## src/rtl/dds_pkg.sv

```systemverilog
// Shared definitions for the DDS sweep controller and the DDS waveform core.
package dds_pkg;

   // Tuning word and phase offset widths, shared with the DDS core
   localparam int K_W = 32;
   localparam int P_W = 11;

   // Sweep controller states
   typedef enum logic [1:0] {
      IDLE = 2'd0,
      RUN  = 2'd1,
      DONE = 2'd2
   } sweep_state_t;

endpackage : dds_pkg

```

## src/rtl/dds_dwell_cnt.sv

```systemverilog
// Dwell down-counter: parallel load, decrement that stops at zero, zero flag.
module dds_dwell_cnt #(
   parameter int W = 16
) (
   input  logic         clk,
   input  logic         rst_n,
   input  logic         load,
   input  logic [W-1:0] load_val,
   input  logic         dec,
   output logic [W-1:0] cnt,
   output logic         zero
);

   // Load has priority over decrement; decrement never wraps below zero
   // NOTE: sequential state uses non-blocking (<=) so every register samples pre-edge values.
   always_ff @(posedge clk or negedge rst_n) begin
      if (!rst_n) begin
         cnt <= '0;
      end else if (load) begin
         cnt <= load_val;
      end else if (dec && (cnt != '0)) begin
         cnt <= cnt - 1'b1;
      end
   end

   assign zero = (cnt == '0);

endmodule : dds_dwell_cnt

```

## src/rtl/dds_sweep_ctrl.sv

```systemverilog
// Frequency-sweep controller: steps the DDS tuning word K from a start word to
// a stop word, holding each value for a programmable dwell, with single-shot
// or auto-repeat sweeps and a start/abort control interface.
module dds_sweep_ctrl
   import dds_pkg::*;
#(
   parameter int DWELL_W = 16,
   parameter int CNT_W   = 8
) (
   input  logic               clk,
   input  logic               rst_n,
   input  logic               start,
   input  logic               abort,
   input  logic               repeat_en,
   input  logic [K_W-1:0]     k_start,
   input  logic [K_W-1:0]     k_step,
   input  logic [K_W-1:0]     k_stop,
   input  logic [DWELL_W-1:0] dwell,
   input  logic [P_W-1:0]     p_init,
   output logic [K_W-1:0]     K,
   output logic [P_W-1:0]     P,
   output logic               busy,
   output logic               done,
   output logic [CNT_W-1:0]   sweep_cnt
);

   sweep_state_t       state;

   // Configuration captured when a sweep is accepted
   logic               rep_q;
   logic [K_W-1:0]     k_start_q;
   logic [K_W-1:0]     k_step_q;
   logic [K_W-1:0]     k_stop_q;
   logic [DWELL_W-1:0] dwell_rld_q;

   logic [K_W:0]       next_sum;
   logic               step_ok;
   logic               accept;
   logic               in_run;
   logic [DWELL_W-1:0] dwell_m1;
   logic               cnt_load;
   logic               cnt_dec;
   logic [DWELL_W-1:0] cnt_val;
   logic [DWELL_W-1:0] cnt;
   logic               cnt_zero;

   // A dwell of 0 behaves as 1, so the reload value is max(dwell,1)-1
   assign dwell_m1 = (dwell == '0) ? '0 : dwell - 1'b1;

   // 33-bit add so an overflowing step is seen as the end of the sweep
   assign next_sum = {1'b0, K} + {1'b0, k_step_q};
   assign step_ok  = !next_sum[K_W] && (next_sum[K_W-1:0] <= k_stop_q);

   assign accept = (state == IDLE) && start && !abort;
   assign in_run = (state == RUN) && !abort;

   // Counter control: load on accept or at end of a dwell that continues
   // the sweep, otherwise count down while running
   assign cnt_load = accept || (in_run && cnt_zero && (step_ok || rep_q));
   assign cnt_dec  = in_run && !cnt_zero;
   assign cnt_val  = (state == IDLE) ? dwell_m1 : dwell_rld_q;

   dds_dwell_cnt #(
      .W (DWELL_W)
   ) u_dwell_cnt (
      .clk      (clk),
      .rst_n    (rst_n),
      .load     (cnt_load),
      .load_val (cnt_val),
      .dec      (cnt_dec),
      .cnt      (cnt),
      .zero     (cnt_zero)
   );

   // Sweep FSM with registered K, P and status outputs; abort overrides all
   // NOTE: asynchronous reset clears only control/config registers; there is no memory array to reset.
   always_ff @(posedge clk or negedge rst_n) begin
      if (!rst_n) begin
         state       <= IDLE;
         K           <= '0;
         P           <= '0;
         busy        <= 1'b0;
         done        <= 1'b0;
         sweep_cnt   <= '0;
         rep_q       <= 1'b0;
         k_start_q   <= '0;
         k_step_q    <= '0;
         k_stop_q    <= '0;
         dwell_rld_q <= '0;
      end else if (abort) begin
         state <= IDLE;
         K     <= '0;
         P     <= '0;
         busy  <= 1'b0;
         done  <= 1'b0;
      end else begin
         done <= 1'b0;
         case (state)
            IDLE: begin
               if (start) begin
                  rep_q       <= repeat_en;
                  k_start_q   <= k_start;
                  k_step_q    <= k_step;
                  k_stop_q    <= k_stop;
                  dwell_rld_q <= dwell_m1;
                  K           <= k_start;
                  P           <= p_init;
                  sweep_cnt   <= '0;
                  busy        <= 1'b1;
                  state       <= RUN;
               end
            end
            RUN: begin
               if (cnt_zero) begin
                  if (step_ok) begin
                     K <= next_sum[K_W-1:0];
                  end else if (rep_q) begin
                     K         <= k_start_q;
                     sweep_cnt <= sweep_cnt + 1'b1;
                  end else begin
                     busy  <= 1'b0;
                     done  <= 1'b1;
                     state <= DONE;
                  end
               end
            end
            DONE: begin
               state <= IDLE;
            end
            default: begin
               busy  <= 1'b0;
               state <= IDLE;
            end
         endcase
      end
   end

endmodule : dds_sweep_ctrl

```

## config.mk

```make
export PLATFORM = sky130hd
export DESIGN_NAME = dds_sweep_ctrl
export DESIGN_NICKNAME = d
export VERILOG_FILES = /design/src/rtl/dds_pkg.sv /design/src/rtl/dds_dwell_cnt.sv /design/src/rtl/dds_sweep_ctrl.sv
export SDC_FILE = /design/constraint.sdc
export NUM_CORES = 1
export LEC_CHECK = 0
export ABC_AREA = 1
export CORE_MARGIN = 5
export CORE_UTILIZATION = 40
export DETAILED_ROUTE_END_ITERATION = 16
export PLACE_DENSITY = 0.74
export RECOVER_POWER = 100
export SYNTH_ARGS = -nofsm -noshare
export SYNTH_HDL_FRONTEND = slang
export SYNTH_SLANG_ARGS = --single-unit
```

## constraint.sdc

```tcl
create_clock -name clk -period 4.1 [get_ports clk]
set_input_delay 1.23 -clock clk [delete_from_list [all_inputs] [get_ports clk]]
set_output_delay 1.23 -clock clk [all_outputs]
set_load 0.005 [all_outputs]
```

After elaboration in Yosys (flattened, before gate mapping)

Cells that the tools add are included.

Register bits after elaboration: 184
Output and inout bits: 53
Logic and storage cells: 93

Add/sub/neg operators: 4
Order comparisons: 1
Equality and inequality tests: 12
Multiplexer cells: 35
Bitwise logic cells: 1
Reductions and logical operators: 28

Operator list:

| operator              | count |
|---|---|
| $mux 32               | 5 |
| $mux 16               | 4 |
| $pmux 32 s2           | 1 |
| $add 32x32->33        | 1 |
| $mux 11               | 3 |
| $le 32x32->1          | 1 |
| $logic_not 16->1      | 2 |
| $mux 8                | 4 |
| $sub 16x1->16 const B | 2 |
| $pmux 8 s2            | 1 |
| $reduce_bool 16->1    | 1 |
| $ne 3x3->1 const B    | 4 |
| $mux 1                | 10 |
| $mux 2                | 5 |
| $ne 2x2->1 const B    | 5 |
| $add 8x1->8 const B   | 1 |
| $logic_and 1x1->1     | 8 |
| $reduce_and 4->1      | 2 |
| $reduce_bool 2->1     | 4 |
| $reduce_and 6->1      | 1 |
| $reduce_and 5->1      | 1 |
| $ne 4x4->1 const B    | 1 |
| $pmux 2 s2            | 1 |
| $logic_not 1->1       | 3 |
| 9 further kinds       | 10 |

Depth between registers and ports, before layout

Depth after elaboration: 7
Gate-level depth with buffers: 30
Gate-level depth less buffers: 29

Modules after synthesis

From an unflattened synthesis, not the netlist that was laid out.

Cell total of the unflattened synthesis: 1765
Area, all modules: 12101.6 um2

By module, submodules not included:

| module         | instances | cells an instance | area each (um2) | sequential area each (um2) |
|---|---|---|---|---|
| dds_sweep_ctrl | 1         | 1582              | 10846.7         | 4204.0 |
| dds_dwell_cnt  | 1         | 183               | 1255.0          | 400.4 |

Worst setup path after synthesis

OpenSTA, ideal clock, no wires.

Path kind: register -> register
Start point: register K[0]
End point: register K[21]
Library setup time: 117 ps
Data arrival time: 3374 ps
Data required time: 3983 ps
Path slack: 609 ps
Stages on the path, launching flop included: 30
Buffers on the path: 2
Cell sequence: dfrtp_1 ha_1 inv_1 fa_1 inv_1 nand3_1 nand2_2 nand3_1 nand2_1 nand2_1 nand2_1 nand4_1 nand3_1 nand2_1 ha_1 nand2_1 nor2_1 nand2_1 nor2_1 nand2_1 nand2_1 nand2_1 nand2_4 nand2_2 nand2_1 nand2_1 buf_4 buf_6 nand3_1 nand2_1

Cells in the longest elaborated chain, start to end: 7

Ends and longest elaborated chain:

| item                                                   | line                  | text |
|---|---|---|
| start, declared                                        | dds_sweep_ctrl.sv:20  | `output logic [K_W-1:0] K,` |
| start signal, assigned                                 | dds_sweep_ctrl.sv:106 | `K <= k_start;` |
| start signal, assigned                                 | dds_sweep_ctrl.sv:116 | `K <= next_sum[K_W-1:0];` |
| start signal, assigned                                 | dds_sweep_ctrl.sv:118 | `K <= k_start_q;` |
| $add 32x32->33 *                                       | dds_sweep_ctrl.sv:51  | `assign next_sum = {1'b0, K} + {1'b0, k_step_q};` |
| $le 32x32->1 / $logic_not 1->1 (equally long branches) | dds_sweep_ctrl.sv:52  | `assign step_ok = !next_sum[K_W] && (next_sum[K_W-1:0] <= k_stop_q);` |
| $logic_and 1x1->1                                      | dds_sweep_ctrl.sv:52  |  |
| $mux 32                                                | dds_sweep_ctrl.sv:115 | `if (step_ok) begin` |
| $mux 32                                                | dds_sweep_ctrl.sv:114 | `if (cnt_zero) begin` |
| $pmux 32 s2                                            | dds_sweep_ctrl.sv:98  | `case (state)` |
| $mux 32                                                | dds_sweep_ctrl.sv:90  | `end else if (abort) begin` |

Mark *: on every way between the ends. The rest lies on a longest branch, timed or not. The select of a mux whose other input is x is not followed.
A chain may end at the register's enable or synchronous reset.

Worst setup path in the final report

Start point: register K[21]
End point: register u_dwell_cnt.cnt[6]

Cells in the longest elaborated chain, start to end: 7

Ends and longest elaborated chain:

| item                                                   | line                 | text |
|---|---|---|
| $add 32x32->33 *                                       | dds_sweep_ctrl.sv:51 |  |
| $le 32x32->1 / $logic_not 1->1 (equally long branches) | dds_sweep_ctrl.sv:52 |  |
| $logic_and 1x1->1 *                                    | dds_sweep_ctrl.sv:52 |  |
| $logic_or 1x1->1 *                                     | dds_sweep_ctrl.sv:59 | `assign cnt_load = accept \|\| (in_run && cnt_zero && (step_ok \|\| rep_q));` |
| $logic_and 1x1->1 *                                    | dds_sweep_ctrl.sv:59 |  |
| $logic_or 1x1->1 *                                     | dds_sweep_ctrl.sv:59 |  |
| $mux 16 / $reduce_bool 2->1 (equally long branches)    | --                   |  |
| end signal, assigned                                   | dds_dwell_cnt.sv:20  | `cnt <= load_val;` |
| end signal, assigned                                   | dds_dwell_cnt.sv:22  | `cnt <= cnt - 1'b1;` |
| end, declared                                          | dds_dwell_cnt.sv:10  | `output logic [W-1:0] cnt,` |

Mark *: on every way between the ends. The rest lies on a longest branch, timed or not.

==> metrics <==
GR Layer Usage met1 0.303; Synth top area share 0.388; mapped cell area 11900 um^2; Max Clock Freq 0.250 GHz; commonest non-fill, non-tap cell in the layout nand2_1; fillcell total 2925; clock latency on the worst-skew pair 440 ps; TritonCTS clock tree built; DRC 0; clk slew on worst S/H paths 80 ps; largest delay contributor family on the critical path simple AND/OR/NAND/NOR gates; number of synthesis warnings 0; CP max stage cell ha_2; vias in the first global route 11400; Worst Tran Pin Value 1980 ps; critical path's most frequent cell nand2_1; GRT Residual Overflow 0; Final setup viols 0; Vias per Instance 5.14; Final Max Slew Viols 76; Post-synth EDFFs 0; CTS buffer count 17; most frequent cells in the layout nand2_1 (595), inv_1 (190), dfrtp_1 (184); Die Wd 182 um; largest net degree at the start of global routing 118; die area 33200 um^2; dominant synthesized flop cell dfrtp_1; CP arrival 4330 ps; detailed placer's ending HPWL 28600 um; Synth Instances 1699; leakage 7.56 nW; port bufs 180; area grow syn2layout 25.9%; clk sinks 184; initial antenna violation count 2; max-cap violation count 1; met2 Use GR 0.359; Max VDD drop 0.000319 V; Final Core Density 0.506; worst hold slack 476 ps; element type at the critical path end flop; Setup crit start kind flop; failing checks max-capacitance violations, max-slew violations; Simple-Gate Fraction of Synth Area 0.317; dpl cells 2242; adder-cell share of the synthesized area 0.0734; Most Crowded Layer GR met2; root buffer cell clkbuf_16; Crit Path Max Fanout 19; RD Place Congestion 1.02; Post-Syn Nets 1896; TritonRoute pass-1 iters 7; Total Wirelength 37500 um; worst rel slew slack -0.317; final worst setup slack 107 ps; fin nets 2071; HP Class reg -> reg; Netlist cell types 43; Yosys reg bits 184; core area 29500 um^2; CP Buf/Inv Count 3; fin crit share 0.974; post-synthesis sequential area ratio 0.388; Ports 181; Final min period 3990 ps; initial core utilization 0.402; Via Count 11700; synth top area cells dfrtp_1 (39%), nand2_1 (19%), ha_1 (7.2%); Critical Path RT 4430 ps; fin cells 2277; mux contribution to synthesized area 0; final setup TNS 0 ps; status finished with violations; GRT met3 Usage 0.0462; xor/xnor share of the synthesized area 0.0251; Yosys top cell by area dfrtp_1; Syn Area/Cell 6.98 um^2; worst setup skew after layout 13.6 ps; Routed Antenna Nets 0; row count 63; main combinational cell family by area after synthesis simple AND/OR/NAND/NOR gates; first-pass GRT wire length 59800 um; endpoints failing hold 0; worst stage delay on the critical path 470 ps; global-route usage over all layers 0.222; Die Y 182 um; unrepaired setup endpoints after global routing true; 1st-iter DRT viols 948; power per cell area 509 nW/um^2; asr flop ratio synth 1.00; share of cells above drive strength 1 0.0625; Ant. Diodes 0; worst setup path category reg -> reg; Wirelength per Cell 16.5 um; Clock Path Buffers 2; H-Tree Level Count 4; post-placement worst setup slack -15.7 ps; Synth Area in Compound Gates 0.112
==> synth_stat cells, types with 2 or more instances <==
| cell | instances |
|---|---|
| nand2_1 | 599 |
| inv_1 | 190 |
| dfrtp_1 | 184 |
| o21ai_0 | 133 |
| nand3_1 | 132 |
| nor2_1 | 113 |
| a21oi_1 | 74 |
| ha_1 | 68 |
| clkbuf_1 | 43 |
| xor2_1 | 27 |
| nand4_1 | 19 |
| o21ai_1 | 18 |
| buf_2 | 13 |
| nor3_1 | 13 |
| xnor2_1 | 7 |
| o211ai_1 | 6 |
| o21bai_1 | 6 |
| nand3b_1 | 5 |
| or2_2 | 5 |
| inv_2 | 4 |
| nor3b_1 | 4 |
| a21o_1 | 3 |
| buf_1 | 3 |
| nand2_2 | 3 |
| o21a_1 | 3 |
| a21oi_2 | 2 |
| buf_4 | 2 |
| nand3_2 | 2 |
| nand3_4 | 2 |
| nor4_1 | 2 |
| o31ai_1 | 2 |
==> sequential cells by signal (all words and copies together), names as in the netlist <==
signal           cells
dwell_rld_q         16
P                   11
sweep_cnt            8
rep_q                1
K                   32
u_dwell_cnt.cnt     16
state                2
busy                 1
k_start_q           32
k_step_q            32
done                 1
k_stop_q            32
==> where the power goes <==
group / switching (W) / total [W] / internal (W) / leakage [nW]
logic: 0.00220 / 0.00353 / 0.00133 / 4.95
registers: 0.000249 / 0.00241 / 0.00216 / 2.32
clock network: 0.000797 / 0.00166 / 0.000864 / 0.287
total: 0.00324 / 0.00760 / 0.00436 / 7.56
==> worst paths after layout <==
path                                       to  cells past startpoint  slack (ps)  start
max                        u_dwell_cnt.cnt[6]                     25         110  K[21]
min                                      busy                      2         480   busy
max reg2reg                u_dwell_cnt.cnt[6]                     25         110  K[21]
min reg2reg                              busy                      2         480   busy
max in group asynchronous                P[0]                      2         620  rst_n
min in group asynchronous         k_step_q[7]                      1        1330  rst_n
==> kinds of logic (layout without fill, tap and decap cells) <==
family	after synthesis	in the layout
fa+ha+maj	69	69
simple gates	904	904
flops	184	184
xor+xnor	34	34
buf+inv	257	445
compound gates	251	251
==> final cells by class <==
| type | count | area, um^2 | share of cell area |
|---|---|---|---|
| multi-input combinational | 1258 | 6340 | 0.425 |
| sequential | 184 | 4600 | 0.308 |
| timing repair buffer | 218 | 2170 | 0.145 |
| inverter | 195 | 741 | 0.0496 |
| tap | 390 | 488 | 0.0327 |
| clock buffer | 17 | 425 | 0.0285 |
| clock inverter | 15 | 159 | 0.0106 |
==> per-layer routing <==
layer  wire, um  vias up  part of all wire
met5         32        -           0.00085
met2      17400      388              0.46
met3       2490       54             0.066
met1      16700     5479              0.44
li1           -     5789                 -
met4        951        4             0.025
==> stage by stage <==
| stage | area [um^2] | power, W |
|---|---|---|
| after floorplan | 11900 | 0.00457 |
| after global placement | 14200 | 0.00581 |
| after detailed placement | 14200 | 0.00588 |
| after CTS | 14800 | 0.00757 |
| after global routing | 14900 | 0.00818 |
| final | 14900 | 0.00760 |
==> timing repair <==
item                                    4_1_cts  5_1_grt
cloned                                        0        1
setup buffers                                 0        2
endpoints found under the setup margin        8       55
hold buffers                                  0        0
resized for setup                             1       31
pin swaps                                     0        3
==> worst reg2reg max path, cell delays in order (launching register included) <==
cell     delay, ps
dfrtp_1        460
ha_2           470
nand2_1        140
nor2_1         260
inv_1           80
nor2_1         150
inv_1           60
o21a_1         190
a21o_1         160
nand2_2        130
ha_1           270
a21oi_1        170
o21ai_0        110
nand2_1         80
nand2_1         50
a21oi_1        120
nand2_1         70
nand2_1        130
nand2_4        110
nand2_2         80
nand2_1         80
nand2_1        130
buf_12         160
nand2_1         90
nand3_1         80
nand2_1         50
Power figures use the tool's default switching activity.
